<file path="config.mk">
export PLATFORM = sky130hd
export DESIGN_NAME = peripheral_spram_arbiter_flat
export DESIGN_NICKNAME = d
export VERILOG_FILES = /design/src/rtl/peripheral_spram_arbiter_if.sv /design/src/rtl/peripheral_spram_arbiter.sv /design/src/flat_wrapper.sv
export SDC_FILE = /design/constraint.sdc
export NUM_CORES = 1
export LEC_CHECK = 0
export CAP_MARGIN = 20
export CORE_AREA = 2 2 212 214
export DETAILED_ROUTE_END_ITERATION = 16
export DIE_AREA = 0 0 214 216
export DONT_BUFFER_PORTS = 1
export HOLD_SLACK_MARGIN = 0.1
export SETUP_SLACK_MARGIN = 0.15
export SKIP_LAST_GASP = 1
export SYNTH_ARGS = -nofsm -noshare
export SYNTH_HDL_FRONTEND = slang
export SYNTH_SLANG_ARGS = --single-unit
</file>
<file path="constraint.sdc">
create_clock -name clk_i -period 7.2 [get_ports clk_i]
set_input_delay 1.44 -clock clk_i [delete_from_list [all_inputs] [get_ports clk_i]]
set_output_delay 1.44 -clock clk_i [all_outputs]
set_load 0.1 [all_outputs]
</file>
<file path="src/rtl/peripheral_spram_arbiter_if.sv">
// Requester and SRAM-side signal bundle for peripheral_spram_arbiter.
// The slave modport is the arbiter view; the master modport drives requests and SRAM read data.
interface peripheral_spram_arbiter_if #(
    parameter int unsigned NUM_REQ    = 2,
    parameter int unsigned ADDR_WIDTH = 64,
    parameter int unsigned DATA_WIDTH = 64
);
    localparam int unsigned BE_WIDTH = DATA_WIDTH / 8;

    logic [NUM_REQ-1:0]            req_i;
    logic [NUM_REQ-1:0]            we_i;
    logic [NUM_REQ*ADDR_WIDTH-1:0] addr_i;
    logic [NUM_REQ*BE_WIDTH-1:0]   be_i;
    logic [NUM_REQ*DATA_WIDTH-1:0] wdata_i;
    logic [NUM_REQ-1:0]            lock_i;
    logic [NUM_REQ-1:0]            gnt_o;
    logic [NUM_REQ-1:0]            rvalid_o;
    logic [DATA_WIDTH-1:0]         rdata_o;
    logic                          req_o;
    logic                          we_o;
    logic [ADDR_WIDTH-1:0]         addr_o;
    logic [BE_WIDTH-1:0]           be_o;
    logic [DATA_WIDTH-1:0]         data_o;
    logic [DATA_WIDTH-1:0]         data_i;

    modport slave (
        input  req_i, we_i, addr_i, be_i, wdata_i, lock_i, data_i,
        output gnt_o, rvalid_o, rdata_o, req_o, we_o, addr_o, be_o, data_o
    );

    modport master (
        output req_i, we_i, addr_i, be_i, wdata_i, lock_i, data_i,
        input  gnt_o, rvalid_o, rdata_o, req_o, we_o, addr_o, be_o, data_o
    );
endinterface

</file>
<file path="src/rtl/peripheral_spram_arbiter.sv">
// Round-robin arbiter sharing one registered single-port SRAM port among NUM_REQ requesters.
// Define PERIPHERAL_SPRAM_ARB_LOCK_EN to let the last-granted requester hold the port via lock_i.
module peripheral_spram_arbiter #(
    parameter int unsigned NUM_REQ    = 2,
    parameter int unsigned ADDR_WIDTH = 64,
    parameter int unsigned DATA_WIDTH = 64,
    parameter int unsigned RD_LATENCY = 1
) (
    input  logic                        clk_i,
    input  logic                        rst_i,
    peripheral_spram_arbiter_if.slave   bus
);
    localparam int unsigned BE_WIDTH  = DATA_WIDTH / 8;
    localparam int unsigned IDX_WIDTH = (NUM_REQ > 1) ? $clog2(NUM_REQ) : 1;

    logic [IDX_WIDTH-1:0]                ptr;
    logic [IDX_WIDTH-1:0]                gnt_idx_c;
    logic                                gnt_any_c;
    logic                                locked_c;
    logic [NUM_REQ-1:0]                  gnt_c;
    logic                                sel_we_c;
    logic [ADDR_WIDTH-1:0]               sel_addr_c;
    logic [BE_WIDTH-1:0]                 sel_be_c;
    logic [DATA_WIDTH-1:0]               sel_data_c;
    logic                                sram_req;
    logic                                sram_we;
    logic [ADDR_WIDTH-1:0]               sram_addr;
    logic [BE_WIDTH-1:0]                 sram_be;
    logic [DATA_WIDTH-1:0]               sram_data;
    logic [NUM_REQ-1:0]                  iss_id;
    logic [RD_LATENCY-1:0][NUM_REQ-1:0]  tag;

`ifdef PERIPHERAL_SPRAM_ARB_LOCK_EN
    logic [IDX_WIDTH-1:0]                last_idx;
    logic                                last_vld;
`else
    logic                                unused_lock;
    assign unused_lock = ^bus.lock_i;
`endif

    // Index arithmetic wraps at NUM_REQ-1, not at a power of two.
    function automatic logic [IDX_WIDTH-1:0] wrap_inc(input logic [IDX_WIDTH-1:0] idx,
                                                      input int unsigned step);
        int unsigned sum;
        sum = 32'(idx) + step;
        if (sum >= NUM_REQ) sum = sum - NUM_REQ;
        return IDX_WIDTH'(sum);
    endfunction

    // Grant selection: lock holder first (when enabled), else search from ptr.
    always_comb begin
        gnt_any_c = 1'b0;
        gnt_idx_c = '0;
        locked_c  = 1'b0;
`ifdef PERIPHERAL_SPRAM_ARB_LOCK_EN
        if (last_vld && bus.lock_i[last_idx] && bus.req_i[last_idx]) begin
            gnt_any_c = 1'b1;
            gnt_idx_c = last_idx;
            locked_c  = 1'b1;
        end
`endif
        for (int unsigned o = 0; o < NUM_REQ; o++) begin
            if (!gnt_any_c && bus.req_i[wrap_inc(ptr, o)]) begin
                gnt_any_c = 1'b1;
                gnt_idx_c = wrap_inc(ptr, o);
            end
        end
    end

    always_comb begin
        gnt_c = '0;
        if (gnt_any_c && !rst_i) gnt_c[gnt_idx_c] = 1'b1;
    end

    // One-hot AND-OR mux of the granted requester's fields.
    always_comb begin
        sel_we_c   = 1'b0;
        sel_addr_c = '0;
        sel_be_c   = '0;
        sel_data_c = '0;
        for (int unsigned i = 0; i < NUM_REQ; i++) begin
            if (gnt_c[i]) begin
                sel_we_c   = bus.we_i[i];
                sel_addr_c = bus.addr_i[i*ADDR_WIDTH +: ADDR_WIDTH];
                sel_be_c   = bus.be_i[i*BE_WIDTH +: BE_WIDTH];
                sel_data_c = bus.wdata_i[i*DATA_WIDTH +: DATA_WIDTH];
            end
        end
    end

    // SRAM issue register, pointer and read-tag pipeline; an all-zero tag is an empty slot.
    always_ff @(posedge clk_i or posedge rst_i) begin
        if (rst_i) begin
            ptr       <= '0;
            sram_req  <= 1'b0;
            sram_we   <= 1'b0;
            sram_addr <= '0;
            sram_be   <= '0;
            sram_data <= '0;
            iss_id    <= '0;
            tag       <= '0;
`ifdef PERIPHERAL_SPRAM_ARB_LOCK_EN
            last_idx  <= '0;
            last_vld  <= 1'b0;
`endif
        end else begin
            sram_req <= gnt_any_c;
            iss_id   <= gnt_c;
            if (gnt_any_c) begin
                sram_we   <= sel_we_c;
                sram_addr <= sel_addr_c;
                sram_be   <= sel_be_c;
                sram_data <= sel_data_c;
                if (!locked_c) ptr <= wrap_inc(gnt_idx_c, 1);
            end
`ifdef PERIPHERAL_SPRAM_ARB_LOCK_EN
            if (gnt_any_c) begin
                last_idx <= gnt_idx_c;
                last_vld <= 1'b1;
            end
`endif
            tag[0] <= (sram_req && !sram_we) ? iss_id : '0;
            for (int unsigned i = 1; i < RD_LATENCY; i++) tag[i] <= tag[i-1];
        end
    end

    assign bus.gnt_o    = gnt_c;
    assign bus.rvalid_o = tag[RD_LATENCY-1];
    assign bus.rdata_o  = bus.data_i;
    assign bus.req_o    = sram_req;
    assign bus.we_o     = sram_we;
    assign bus.addr_o   = sram_addr;
    assign bus.be_o     = sram_be;
    assign bus.data_o   = sram_data;
endmodule
</file>
<file path="src/flat_wrapper.sv">
// flat-port wrapper written by rule: the top's interface ports become plain ports
module peripheral_spram_arbiter_flat 
#(
    parameter int unsigned NUM_REQ    = 2,
    parameter int unsigned ADDR_WIDTH = 64,
    parameter int unsigned DATA_WIDTH = 64,
    parameter int unsigned RD_LATENCY = 1
)
  (clk_i, rst_i, bus_req_i, bus_we_i, bus_addr_i, bus_be_i, bus_wdata_i, bus_lock_i, bus_data_i, bus_gnt_o, bus_rvalid_o, bus_rdata_o, bus_req_o, bus_we_o, bus_addr_o, bus_be_o, bus_data_o);
  peripheral_spram_arbiter_if #(.NUM_REQ(NUM_REQ), .ADDR_WIDTH(ADDR_WIDTH), .DATA_WIDTH(DATA_WIDTH)) bus_i ();
  input  logic clk_i;
  input  logic rst_i;
  input wire logic [$bits(bus_i.req_i)-1:0] bus_req_i;
  input wire logic [$bits(bus_i.we_i)-1:0] bus_we_i;
  input wire logic [$bits(bus_i.addr_i)-1:0] bus_addr_i;
  input wire logic [$bits(bus_i.be_i)-1:0] bus_be_i;
  input wire logic [$bits(bus_i.wdata_i)-1:0] bus_wdata_i;
  input wire logic [$bits(bus_i.lock_i)-1:0] bus_lock_i;
  input wire logic [$bits(bus_i.data_i)-1:0] bus_data_i;
  output wire logic [$bits(bus_i.gnt_o)-1:0] bus_gnt_o;
  output wire logic [$bits(bus_i.rvalid_o)-1:0] bus_rvalid_o;
  output wire logic [$bits(bus_i.rdata_o)-1:0] bus_rdata_o;
  output wire logic [$bits(bus_i.req_o)-1:0] bus_req_o;
  output wire logic [$bits(bus_i.we_o)-1:0] bus_we_o;
  output wire logic [$bits(bus_i.addr_o)-1:0] bus_addr_o;
  output wire logic [$bits(bus_i.be_o)-1:0] bus_be_o;
  output wire logic [$bits(bus_i.data_o)-1:0] bus_data_o;
  assign bus_i.req_i = bus_req_i;
  assign bus_i.we_i = bus_we_i;
  assign bus_i.addr_i = bus_addr_i;
  assign bus_i.be_i = bus_be_i;
  assign bus_i.wdata_i = bus_wdata_i;
  assign bus_i.lock_i = bus_lock_i;
  assign bus_i.data_i = bus_data_i;
  assign bus_gnt_o = bus_i.gnt_o;
  assign bus_rvalid_o = bus_i.rvalid_o;
  assign bus_rdata_o = bus_i.rdata_o;
  assign bus_req_o = bus_i.req_o;
  assign bus_we_o = bus_i.we_o;
  assign bus_addr_o = bus_i.addr_o;
  assign bus_be_o = bus_i.be_o;
  assign bus_data_o = bus_i.data_o;
  peripheral_spram_arbiter #(.NUM_REQ(NUM_REQ), .ADDR_WIDTH(ADDR_WIDTH), .DATA_WIDTH(DATA_WIDTH), .RD_LATENCY(RD_LATENCY)) u_core (.clk_i(clk_i), .rst_i(rst_i), .bus(bus_i));
endmodule
</file>
-- After elaboration in Yosys (flattened, before gate mapping)
Index checks and enable logic that the tools add are counted.
- bits of input ports: 344
- logic and storage cells: 50
- bits in registers: 143
- output and inout bits: 206
- mux-type cells: 23
- order comparisons: 7
- $add $sub $neg: 5
- reduce and logical (&&, ||, !) cells: 7
- operators with widths (cell ; count):
    64-bit 2-to-1 mux ; 4
    8-bit 2-to-1 mux ; 2
    1-bit 2-to-1 mux ; 14
    1-bit by 2-bit < comparator with 1-bit output (second input constant) ; 3
    1-bit by 1-bit adder with 2-bit output (second input constant) ; 2
    2-bit greater-or-equal comparator (second input constant) ; 2
    1-bit logical AND ; 4
    2-bit 2-to-1 mux ; 2
    1-bit zero test ; 3
    1-bit subtractor (second input constant) ; 3
    1-bit by 2-bit greater-or-equal comparator with 1-bit output (second input constant) ; 1
    1-bit demux with 1-bit select ; 1
    1-bit greater-or-equal comparator (second input constant) ; 1

-- Longest topological paths before layout
- word-level depth: 15
- mapped depth: 5

-- Least setup slack after synthesis
OpenSTA, ideal clock, no wires.
- kind: in2out
- from: in rst_i
- to: out bus_gnt_o[1]
- path slack: -0.203 ns
- stages on the path: 3
- path buffers: 1
- data required time: 5.760 ns
- data arrival time: 5.963 ns
- path through: inv_1 o211a_1 buf_1
- longest elaborated chain between the ends: 3
- RTL lines (element ; RTL line ; text):
    start: declaration ; flat_wrapper.sv:12 ; input logic rst_i;
    1-bit zero test ; peripheral_spram_arbiter.sv:72 ; if (gnt_any_c && !rst_i) gnt_c[gnt_idx_c] = 1'b1;
    1-bit logical AND ; peripheral_spram_arbiter.sv:72 ;
    2-bit 2-to-1 mux ; peripheral_spram_arbiter.sv:72 ;
    end: declaration ; flat_wrapper.sv:20 ; output wire logic [$bits(bus_i.gnt_o)-1:0] bus_gnt_o;
No other way between the ends.

-- Worst setup path after layout
Same ends and word-level chain as after synthesis.

==> impl_metrics.tcl <==
set metrics [dict create \
    status "complete, no violations" \
    yosysTopAreaCell "dfrtp_1" \
    clock_latency_ns 0.46 \
    maxSlewHeadroom_pct 29.0 \
    path_depth 2 \
    num-fill-cells 4815 \
    clockRootBuffer "clkbuf_16" \
    worstSetupPathType "input port to output port" \
    synth_cell_types 15 \
    clk_pin_slew_worst_paths_ns 0.07 \
    cts_hold_buf 0 \
    drt_wl_total_mm 20.4 \
    clock-skew-final_ns 0.0110 \
    synth_top_area_share_pct 54.0 \
    max_slew.worst_pin.slew_ns 1.06 \
    cts_buffers 17 \
    slowest_stage "o211a_4" \
    critPathTopFamily "compound AO/OA/AOI/OAI gates" \
    num_vias 4310 \
    period_needed_ns 4.11 \
    hpwl_mm 14.8 \
    cp.arrival_ns 2.67 \
    hold_viol 0 \
    grt_pass1_vias 4341 \
    combPwrFrac_pct 6.8 \
    clockBufferDepth 2 \
    p_total_mw 2.54 \
    viasPerCell 4.07 \
    synth_edf_count 0 \
    crit_chain "clkinvlp_4 > o211a_4" \
    dieArea_sq_um 46200 \
    vdd_drop_max_mv 0.149 \
    drt_first_pass_iters 4 \
    fin_nets 798 \
    seq_power_share_pct 59.3 \
    cts.repair.resized 0 \
    cp.required_ns 5.76 \
    grt.total_usage_pct 8.82 \
    tns_ns 0 \
    hold_class "register to register" \
    cts_max_level 4 \
    drcViolationCount 0 \
    internal_power_mw 1.40 \
    avgRoutedWirePerCell_um 19.2 \
    slew_viol_final 0 \
    synth_most_common_cell "dfrtp_1" \
    row_count 77 \
    max_freq_mhz 243 \
    async_flop_share_pct 100 \
    worstRegToRegCells 4 \
    p_leak_nw 3.08 \
    synth_common_cells "dfrtp_1 (143), a221o_1 (137), and2_1 (137), buf_4 (64), buf_2 (17)" \
    synth_area_per_cell_sq_um 12.4 \
    syn_to_final_growth_pct 10.1 \
    drive_gt1_share_pct 9.64 \
    start_util_pct 15.1 \
    multi_input_area_sq_um 2300 \
    path_buf_inv 1 \
    rsz0062_at_grt "false" \
    drtAntennaViolNets 0 \
    setup_violations 0 \
    cts_tree "yes" \
    ys_top_cells_by_area "dfrtp_1 (54%), a221o_1 (21%), and2_1 (13%)" \
    grt_max_degree 78 \
    holdPathStages 1 \
    power.density_nw_per_um2 348 \
    port_buffers 0 \
    syn-cell-area_sq_um 6630 \
    die_y_um 216 \
    layout.area.seq_sq_um 3580 \
    clkPwrFrac_pct 33.9 \
    gp_congestion 0.784 \
    dieWidth_um 214 \
    ys_seq_area_share_pct 54.0 \
    grt-ovfl-total 0 \
    core_sq_um 43800 \
    ios 550 \
    drt_iter0_drc 336 \
    yosys_warnings 0 \
    p_switching_mw 1.13 \
    sw_frac_of_total_pct 44.6 \
    clkSinkCount 143 \
    fin_crit_sh_pct 57.1 \
    grt_pass1_wl_mm 29.2 \
    ys_ff_latch 143 \
    maxCapViolCount 0 \
    hold_ws_ns 0.500 \
    final_core_util_pct 16.6 \
    startpoint_type "input port" \
    slowest_delay_ns 0.92 \
    cp_max_fo 63 \
    syn_inst 536 \
    post_cts_buffers 0 \
    synth_fp_nets 880 \
    antenna_found_initial 0 \
    synth_flop_cell "dfrtp_1" \
    crit_path_end_kind "output port" \
]
## cells by family (layout without fill, tap and decap cells)
group | after synthesis | in the layout | share of synthesized area (%)
compound gates | 140 | 140 | 21.1
buf+inv | 112 | 43 | 11.6
flops | 143 | 143 | 54.0
other cells | 0 | 1 | 0
simple gates | 141 | 141 | 13.3
## per-layer routing
metal  global-route usage (%)  wire length (um)
met5                        0                 0
met4                     7.46              1290
met3                     4.51              2130
met2                     14.1             10100
met1                     8.52              6860
## metrics by stage
| step | cells | area (sq um) | setup WS, ns |
|---|---|---|---|
| after floorplan | 536 | 6640 | 1.16 |
| after global placement | 1026 | 6710 | 3.06 |
| after detailed placement | 1026 | 6710 | 3.03 |
| after CTS | 1058 | 7280 | 3.03 |
| after global routing | 1059 | 7300 | 2.94 |
| final | 1060 | 7300 | 3.09 |
## area by class of cell
cell class | count | share of cell area (%)
Antenna cell | 1 | 0.0343
Clock buffer | 17 | 5.83
Clock inverter | 15 | 1.92
Inverter | 3 | 0.206
Multi-Input combinational cell | 281 | 31.6
Sequential cell | 143 | 49.0
Tap cell | 592 | 10.1
Timing Repair Buffer | 8 | 1.27
## final timing paths
| path | start | to | slack, ns |
|---|---|---|---|
| worst max-delay path | rst_i | bus_gnt_o[1] | 3.09 |
| worst min-delay path | u_core.iss_id[1] | u_core.bus.rvalid_o[1] | 0.50 |
| worst max register to register | u_core.ptr | u_core.bus.addr_o[26] | 4.57 |
| worst min register to register | u_core.iss_id[1] | u_core.bus.rvalid_o[1] | 0.50 |
| max in group asynchronous | rst_i | u_core.bus.data_o[14] | 5.19 |
| min in group asynchronous | rst_i | u_core.bus.data_o[45] | 0.85 |
## layout by cell type (no fill, tap or decap), drive strengths merged
cell type / n
and3b: 2
clkinv: 2
buf: 8
nor2: 2
clkinvlp: 2
clkbuf: 17
a221o: 137
dfrtp: 143
o211a: 1
inv: 14
diode: 1
a211oi: 1
and2: 137
a21oi: 1
## sequential cells by signal, summed over array words and instances (netlist names)
signal / cells
u_core.iss_id: 2
u_core.bus.rvalid_o: 2
u_core.bus.req_o: 1
u_core.bus.be_o: 8
u_core.bus.data_o: 64
u_core.bus.addr_o: 64
u_core.ptr: 1
u_core.bus.we_o: 1
## power by group through the flow
| stage | registers, mW | logic (mW) | clock network, mW |
|---|---|---|---|
| detailed placement | 1.52 | 0.173 | 0 |
| finish | 1.51 | 0.171 | 0.860 |
| global placement | 1.52 | 0.166 | 0 |
| global route | 1.51 | 0.192 | 0.945 |
| CTS | 1.51 | 0.173 | 0.900 |
| floorplan | 1.49 | 0.316 | 0 |
Note: power is estimated with default switching activity, not from simulation.
